--- config.mk ---
export PLATFORM = sky130hd
export DESIGN_NAME = bm_dag3_sink_flat
export DESIGN_NICKNAME = d
export VERILOG_FILES = /design/src/rtl/bm_dag3_sink_if.sv /design/src/rtl/bm_dag3_sink.sv /design/src/flat_wrapper.sv
export SDC_FILE = /design/constraint.sdc
export NUM_CORES = 1
export LEC_CHECK = 0
export BUFFER_PORTS_ARGS = -buffer_cell sky130_fd_sc_hd__buf_2
export CAP_MARGIN = 20
export CORE_MARGIN = 2
export CORE_UTILIZATION = 25
export CTS_BUF_LIST = sky130_fd_sc_hd__clkbuf_8
export DETAILED_ROUTE_END_ITERATION = 12
export MAX_ROUTING_LAYER = met4
export PLACE_DENSITY_LB_ADDON = 0.08
export RECOVER_POWER = 100
export SLEW_MARGIN = 5
export SYNTH_ARGS = -nofsm -noshare
export SYNTH_HDL_FRONTEND = slang
export SYNTH_SLANG_ARGS = --single-unit
--- constraint.sdc ---
create_clock -name clock -period 2.7 [get_ports clock]
set_input_delay 0.27 -clock clock [delete_from_list [all_inputs] [get_ports clock]]
set_output_delay 0.27 -clock clock [all_outputs]
set_load 0.01 [all_outputs]
--- src/rtl/bm_dag3_sink_if.sv ---
// Producer/consumer bundle for bm_dag3_sink: write side (data, flag, valid), read side
// (pop request and popped entry), plus occupancy, detector and overflow status.
interface bm_dag3_sink_if #(
    parameter int BITS  = 2,
    parameter int DEPTH = 4
);
    localparam int CW = $clog2(DEPTH) + 1;

    logic [BITS-1:0] data_in;
    logic            flag_in;
    logic            in_valid;
    logic            rd_en;
    logic [BITS:0]   rd_data;
    logic            rd_valid;
    logic            empty;
    logic            full;
    logic [CW-1:0]   count;
    logic            match;
    logic            overflow;

    modport master (
        output data_in, flag_in, in_valid, rd_en,
        input  rd_data, rd_valid, empty, full, count, match, overflow
    );

    modport slave (
        input  data_in, flag_in, in_valid, rd_en,
        output rd_data, rd_valid, empty, full, count, match, overflow
    );
endinterface

--- src/rtl/bm_dag3_sink.sv ---
// Flag/data sink FIFO with a 1,1,0 flag-sequence detector; pops land one cycle after rd_en.
// No backpressure upstream: writes while full are dropped and latch a sticky overflow.
module bm_dag3_sink #(
    parameter int BITS  = 2,
    parameter int DEPTH = 4
) (
    input logic          clock,
    input logic          reset_n,
    bm_dag3_sink_if.slave bus
);
    localparam int AW = $clog2(DEPTH);
    localparam int CW = AW + 1;

    typedef enum logic [1:0] {
        ST_IDLE = 2'd0,
        ST_S1   = 2'd1,
        ST_S11  = 2'd2
    } det_state_e;

    logic [BITS:0]   mem_q [DEPTH];
    logic [AW-1:0]   wr_ptr_q, wr_ptr_d;
    logic [AW-1:0]   rd_ptr_q, rd_ptr_d;
    logic [CW-1:0]   count_q, count_d;
    logic            empty_q, empty_d;
    logic            full_q, full_d;
    logic [BITS:0]   rd_data_q, rd_data_d;
    logic            rd_valid_q, rd_valid_d;
    logic            overflow_q, overflow_d;
    logic            match_q, match_d;
    det_state_e      state_q, state_d;
    logic            wr_go;
    logic            rd_go;

    // Both decisions use pre-edge flags, so a full FIFO never accepts a write on a pop cycle.
    always_comb begin
        wr_go = bus.in_valid && !full_q;
        rd_go = bus.rd_en && !empty_q;
    end

    always_comb begin
        wr_ptr_d   = wr_ptr_q;
        rd_ptr_d   = rd_ptr_q;
        count_d    = count_q;
        rd_data_d  = rd_data_q;
        rd_valid_d = rd_go;
        overflow_d = overflow_q | (bus.in_valid & full_q);

        if (wr_go) begin
            wr_ptr_d = wr_ptr_q + 1'b1;
        end
        if (rd_go) begin
            rd_ptr_d  = rd_ptr_q + 1'b1;
            rd_data_d = mem_q[rd_ptr_q];
        end

        case ({wr_go, rd_go})
            2'b10:   count_d = count_q + 1'b1;
            2'b01:   count_d = count_q - 1'b1;
            default: count_d = count_q;
        endcase

        empty_d = (count_d == '0);
        full_d  = (count_d == CW'(DEPTH));
    end

    always_ff @(posedge clock) begin
        if (!reset_n) begin
            wr_ptr_q   <= '0;
            rd_ptr_q   <= '0;
            count_q    <= '0;
            empty_q    <= 1'b1;
            full_q     <= 1'b0;
            rd_data_q  <= '0;
            rd_valid_q <= 1'b0;
            overflow_q <= 1'b0;
        end else begin
            wr_ptr_q   <= wr_ptr_d;
            rd_ptr_q   <= rd_ptr_d;
            count_q    <= count_d;
            empty_q    <= empty_d;
            full_q     <= full_d;
            rd_data_q  <= rd_data_d;
            rd_valid_q <= rd_valid_d;
            overflow_q <= overflow_d;
        end
    end

    // Storage is not cleared by reset; the pointers alone define what is live.
    always_ff @(posedge clock) begin
        if (reset_n && wr_go) begin
            mem_q[wr_ptr_q] <= {bus.flag_in, bus.data_in};
        end
    end

    // Detector: state register
    always_ff @(posedge clock) begin
        if (!reset_n) begin
            state_q <= ST_IDLE;
            match_q <= 1'b0;
        end else begin
            state_q <= state_d;
            match_q <= match_d;
        end
    end

    // Detector: next state, advancing on every in_valid regardless of FIFO acceptance
    always_comb begin
        state_d = state_q;
        if (bus.in_valid) begin
            case (state_q)
                ST_IDLE: state_d = bus.flag_in ? ST_S1  : ST_IDLE;
                ST_S1:   state_d = bus.flag_in ? ST_S11 : ST_IDLE;
                ST_S11:  state_d = bus.flag_in ? ST_S11 : ST_IDLE;
                default: state_d = ST_IDLE;
            endcase
        end
    end

    // Detector: output
    always_comb begin
        match_d = bus.in_valid && !bus.flag_in && (state_q == ST_S11);
    end

    assign bus.rd_data  = rd_data_q;
    assign bus.rd_valid = rd_valid_q;
    assign bus.empty    = empty_q;
    assign bus.full     = full_q;
    assign bus.count    = count_q;
    assign bus.match    = match_q;
    assign bus.overflow = overflow_q;

    a_empty_full_excl: assert property (@(posedge clock) disable iff (!reset_n)
        !(empty_q && full_q));

endmodule

--- src/flat_wrapper.sv ---
// flat-port wrapper written by rule: the top's interface ports become plain ports
module bm_dag3_sink_flat 
#(
    parameter int BITS  = 2,
    parameter int DEPTH = 4
)
  (clock, reset_n, bus_data_in, bus_flag_in, bus_in_valid, bus_rd_en, bus_rd_data, bus_rd_valid, bus_empty, bus_full, bus_count, bus_match, bus_overflow);
  bm_dag3_sink_if #(.BITS(BITS), .DEPTH(DEPTH)) bus_i ();
  input logic clock;
  input logic reset_n;
  input wire logic [$bits(bus_i.data_in)-1:0] bus_data_in;
  input wire logic [$bits(bus_i.flag_in)-1:0] bus_flag_in;
  input wire logic [$bits(bus_i.in_valid)-1:0] bus_in_valid;
  input wire logic [$bits(bus_i.rd_en)-1:0] bus_rd_en;
  output wire logic [$bits(bus_i.rd_data)-1:0] bus_rd_data;
  output wire logic [$bits(bus_i.rd_valid)-1:0] bus_rd_valid;
  output wire logic [$bits(bus_i.empty)-1:0] bus_empty;
  output wire logic [$bits(bus_i.full)-1:0] bus_full;
  output wire logic [$bits(bus_i.count)-1:0] bus_count;
  output wire logic [$bits(bus_i.match)-1:0] bus_match;
  output wire logic [$bits(bus_i.overflow)-1:0] bus_overflow;
  assign bus_i.data_in = bus_data_in;
  assign bus_i.flag_in = bus_flag_in;
  assign bus_i.in_valid = bus_in_valid;
  assign bus_i.rd_en = bus_rd_en;
  assign bus_rd_data = bus_i.rd_data;
  assign bus_rd_valid = bus_i.rd_valid;
  assign bus_empty = bus_i.empty;
  assign bus_full = bus_i.full;
  assign bus_count = bus_i.count;
  assign bus_match = bus_i.match;
  assign bus_overflow = bus_i.overflow;
  bm_dag3_sink #(.BITS(BITS), .DEPTH(DEPTH)) u_core (.clock(clock), .reset_n(reset_n), .bus(bus_i));
endmodule
== After elaboration in Yosys (flattened, before gate mapping) ==
Memory sizes are Yosys's and may differ from the RTL's. A register that Yosys moved wholly into a read port is not among the register bits.
Cells that the tools add are included.
Storage, ports and cells
  flip-flop bits (word level): 14
  output and inout port bits: 11
  RAM bits: 12
  memories kept: 1
  bits of input ports: 7
  word-level logic and storage cells: 39
Memories
  u_core.mem_q: words 4, width 3, rd ports 1, clocked after memory_dff 1, wr ports 1, RTL line bm_dag3_sink.sv:20  | logic [BITS:0] mem_q [DEPTH];
Operators by class
  equality and inequality tests: 5
  reductions and logical operators: 12
  bitwise operators: 2
  multiplexer cells: 6
  add/subtract/negate cells: 4
Operators by type and width (count)
  3-bit one-hot mux with 2 select lines: 1
  1-bit logical AND: 5
  2-bit by 1-bit adder with 2-bit output, second input constant: 2
  2-bit by 1-bit == test with 1-bit output, second input constant: 2
  2-bit == test, second input constant: 2
  1-bit logical NOT: 4
  2-bit one-hot mux with 2 select lines: 1
  3-bit by 1-bit adder with 3-bit output, second input constant: 1
  3-bit == test, second input constant: 1
  3-bit logical NOT: 1
  1-bit 2-to-1 mux: 3
  3-bit by 1-bit subtractor with 3-bit output, second input constant: 1
  2-bit logical NOT: 1
  2-bit 2-to-1 mux: 1
  2-bit OR reduction: 1
  1-bit AND: 1
  1-bit OR: 1

== Logic depth before layout (Yosys ltp) ==
  word-level depth: 5
  depth in mapped cells: 7

== Worst setup path before layout ==
No wires, ideal clock.
  path kind: register -> register
  start point: reg u_core.full_q (netlist: u_core.bus.full)
  end point: reg u_core.empty_q (netlist: u_core.bus.empty)
  arrival time: 1.910 ns
  stages on the path, launching flop included: 8
  slack: 0.723 ns
  required time: 2.633 ns
  clock period less this slack: 1.977 ns
  buffers on the path: 0
  path through: dfxtp_1 and2b_2 inv_1 ha_1 fa_1 xor2_1 mux2_4 o21ai_2
Between the ends
  word-level cells in the longest chain between the ends: 5
  elaborated cells on any way between the ends: 6
  classes of those cells: eq/ne: 2; mux: 1; reduce/logical: 3
RTL lines
  start, declared: RTL line bm_dag3_sink.sv:25  | logic full_q, full_d;
  start signal, assigned: RTL line bm_dag3_sink.sv:81  | full_q <= full_d;
  1-bit logical NOT *: RTL line bm_dag3_sink.sv:36  | wr_go = bus.in_valid && !full_q;
  1-bit logical AND *: RTL line bm_dag3_sink.sv:36
  2-bit by 1-bit == test with 1-bit output / 2-bit == test (equally long branches): RTL line bm_dag3_sink.sv:56  | case ({wr_go, rd_go})
  3-bit one-hot mux with 2 select lines *: RTL line bm_dag3_sink.sv:56
  3-bit logical NOT *: RTL line bm_dag3_sink.sv:62  | empty_d = (count_d == '0);
  end signal, assigned: RTL line bm_dag3_sink.sv:80  | empty_q <= empty_d;
  end, declared: RTL line bm_dag3_sink.sv:24  | logic empty_q, empty_d;
Mark *: on every way between the ends. The rest lies on a longest branch, timed or not.
A chain may end at the register's enable or synchronous reset.

== Worst setup path after layout ==
  start point: reg u_core.empty_q (netlist: u_core.bus.empty)
  end point: reg u_core.empty_q (netlist: u_core.bus.empty)
Between the ends
  word-level cells in the longest chain between the ends: 5
  elaborated cells on any way between the ends: 6
  classes of those cells: eq/ne: 2; mux: 1; reduce/logical: 3
RTL lines
  1-bit logical NOT *: RTL line bm_dag3_sink.sv:37  | rd_go = bus.rd_en && !empty_q;
  1-bit logical AND *: RTL line bm_dag3_sink.sv:37
  2-bit by 1-bit == test with 1-bit output / 2-bit == test (equally long branches): RTL line bm_dag3_sink.sv:56
  3-bit one-hot mux with 2 select lines *: RTL line bm_dag3_sink.sv:56
  3-bit logical NOT *: RTL line bm_dag3_sink.sv:62
Marked as above.

==> summary.txt <==
Power and ir drop
  – Peak supply drop: roughly 0.00018 V
  – Switching share of power: 30.14%
  – Leak Pwr: around 0.55 nW
  – Internal power: around 830 uW
  – Logic gate share of total power: 22.1%
  – Total chip power: ~1.2 mW
  – Clock Power Share: between 30% and 40%
  – Power Density: ~800 nW/um2
  – Switching power: approximately 360 uW
  – Sequential Power Share: a little under half

Clock network
  – Clk root buf: clkbuf_8
  – Clock Tree Buf Depth: 2
  – CTS Buf Count: 5
  – H-tree levels: 2
  – TritonCTS clock tree: done
  – Clock slew seen by the registers of the worst setup and hold paths: around 0.07 ns
  – Worst-Skew Late Latency: 0.28 ns
  – CTS sink cnt: 29
  – Post-CTS setup buffers: 0
  – Hold-fix buffers at CTS: 0
  – CTS resizes: 0

Finish
  – Commonest cells after routing, fill and taps aside: dfxtp_1 (17), clkbuf_1 (15), edfxtp_1 (12)
  – Footprint of the multi-input gates: approximately 520 um2
  – Commonest non-fill, non-tap cell in the layout: dfxtp_1
  – Nets: ~140
  – FILL cells: about 530
  – # diodes: 0
  – Layout area overhead: 16.65%
  – Fraction of layout cells with a size suffix above 1: 8.527%
  – Storage cell area: between 700 and 800 um2

Timing
  – Final period util: between 70% and 80%
  – Min Clock Period, post-route: ~2.1 ns
  – Actual slew at the worst max-slew pin: 0.7578 ns
  – Relative slew slack: approximately half
  – RSZ-0062 raised after global routing: no
  – Clk_skew: 0.009907 ns
  – Pins Over Slew Limit: 0
  – Final setup TNS: 0 ns
  – FMAX: approximately 0.47 GHz
  – Final Hold Fails: 0
  – Final setup violation count: 0

Worst setup path
  – Critical Path RT: ~2.9 ns
  – Setup crit end kind: flop
  – Critical path launch point type: flop
  – Buf/Inv on CP: 1
  – Family with the most delay on the worst path: adder cells
  – WP data arrival: 2.35 ns
  – WS Path Type: reg -> reg
  – Ordered list of cells on the worst path: nand2b_1, inv_1, ha_1, fa_1, xor2_1, mux2_1, o21ai_2
  – CP max FO: 5
  – CP max stage delay: approximately 0.38 ns
  – CP max-delay cell: fa_1
  – Reg-to-reg setup timing slack: 0.56 ns

Synthesis
  – Sequential-to-total area share from yosys stat: a little over half
  – Synth Instances: about 110
  – YS warnings: 0
  – Yosys cell types: 27
  – Syn avg cell area: roughly 12 um2
  – Syn_nets: between 100 and 150
  – Synth Register Bits: 29
  – Post-Syn Area: roughly 1300 um2

Floorplan
  – IO Count: 18
  – Core area: 5042 um2
  – # rows: 26
  – Die H: around 76 um
  – Chip Width: around 76 um
  – DIE AREA: about 5700 um2
  – Starting density of the core: approximately a quarter

Detailed routing
  – Final WL: roughly 2300 um
  – DR pass1 iterations: 4
  – Vias: 779
  – Wire length per cell: 11.48 um
  – DRT antenna net count: 0
  – DRC viols: 0
  – Vias/cell: just under 4
  – Drt first-iter violations: 38

Global routing
  – Pin count of the biggest net entering global routing: 20
  – Antenna violations before repair: 0
  – Global-route wire length before repair: 3553 um
  – Number of global-route vias before repair: about 740
  – Total track usage: under 10%
  – Grt ovf: 0

Min path
  – Worst min-delay path class: in -> reg

Place
  – Placer Congestion: between 0.7 and 0.8
  – DP Wirelength: around 1600 um
  – Port Buffer Count: 17

Job
  – MaxCap Viol Count: 0

Status
  – Status: completed
final timing paths:
path | end | cells past startpoint | from
max reg2reg | u_core.bus.empty | 7 | u_core.bus.empty
min reg2reg | u_core.bus.rd_data[2] | 2 | u_core.bus.rd_data[2]
max | u_core.bus.empty | 7 | u_core.bus.empty
min | u_core.mem_q[1][0] | 1 | bus_data_in[0]
logic make-up (layout without fill, tap and decap cells):
group | count (synthesis) | count (layout) | synth area share [%]
AOI/OAI and AO/OA | 11 | 11 | 5.843
xor gates and xnor gates | 5 | 5 | 3.408
adders and majority gates | 9 | 9 | 9.348
buffers and inverters | 12 | 33 | 3.797
DFF | 29 | 29 | 54.53
muxes | 9 | 9 | 7.400
and+or+nand+nor | 33 | 33 | 15.68
power by group through the flow:
stage	registers (mW)	clock network [mW]	logic, mW
floorplan	0.579	0	0.200
global route	0.571	0.393	0.299
global placement	0.572	0	0.293
finish	0.561	0.368	0.264
CTS	0.563	0.374	0.294
detailed placement	0.572	0	0.291
final cells by class:
cell class | instances | share of cell area [%]
flip-flops and latches | 29 | 46.74
multi-input cells | 67 | 34.89
well taps | 70 | 5.843
clock buffers | 6 | 5.509
repair buffers | 17 | 4.424
inverters | 8 | 2.003
clock inverters | 2 | 0.5843
routing by layer:
layer,GRT usage [%],wire [um]
met5,-,0
met4,4.678,26
met3,3.968,99
met2,13.24,1019
met1,11.15,1140
synthesized netlist by cell type:
library cell   n  share of area [%]
nand4b_1       1               0.68
nand2_1        3               0.88
dfxtp_1       17                 26
nand3b_1       2                1.2
nand2b_4       1                1.1
xnor2_1        4                2.7
ha_1           8                7.8
o21ai_0        2               0.78
o21ai_2        1               0.68
mux2_4         1                1.2
nor3b_1        2                1.2
a21oi_1        3                1.2
a31oi_1        1               0.49
a21o_2         1               0.68
and2_1        11                5.4
inv_1          8                2.3
edfxtp_1      12                 28
and2b_2        1               0.68
buf_2          3                1.2
xor2_1         1               0.68
fa_1           1                1.6
mux2i_1        8                6.2
o221ai_1       3                2.0
nor2_1         3               0.88
nor2b_1        3                1.5
clkbuf_1       1               0.29
nand3_1        6                2.3
through the flow:
| stage | worst slack (ns) | area [um2] | std cells | hold slack, ns | util, % |
|---|---|---|---|---|---|
| floorplan | 0.7233 | 1285 | 108 | 0.3458 | - |
| finish | 0.5570 | 1499 | 199 | 0.2590 | 29.73 |
| global placement | 0.6635 | 1439 | 191 | 0.4729 | 28.54 |
| CTS | 0.6331 | 1530 | 199 | 0.2015 | 30.35 |
| detailed placement | 0.6134 | 1439 | 191 | 0.4674 | 28.54 |
| global route | 0.4381 | 1499 | 199 | 0.2544 | 29.73 |
state kept, by name (all words and copies together) (netlist names), 2 cells and up:
signal,count
u_core.rd_ptr_q,2
u_core.state_q,2
u_core.bus.rd_data,3
u_core.wr_ptr_q,2
u_core.bus.count,3
u_core.mem_q,12
Power figures use the tool's default switching activity.
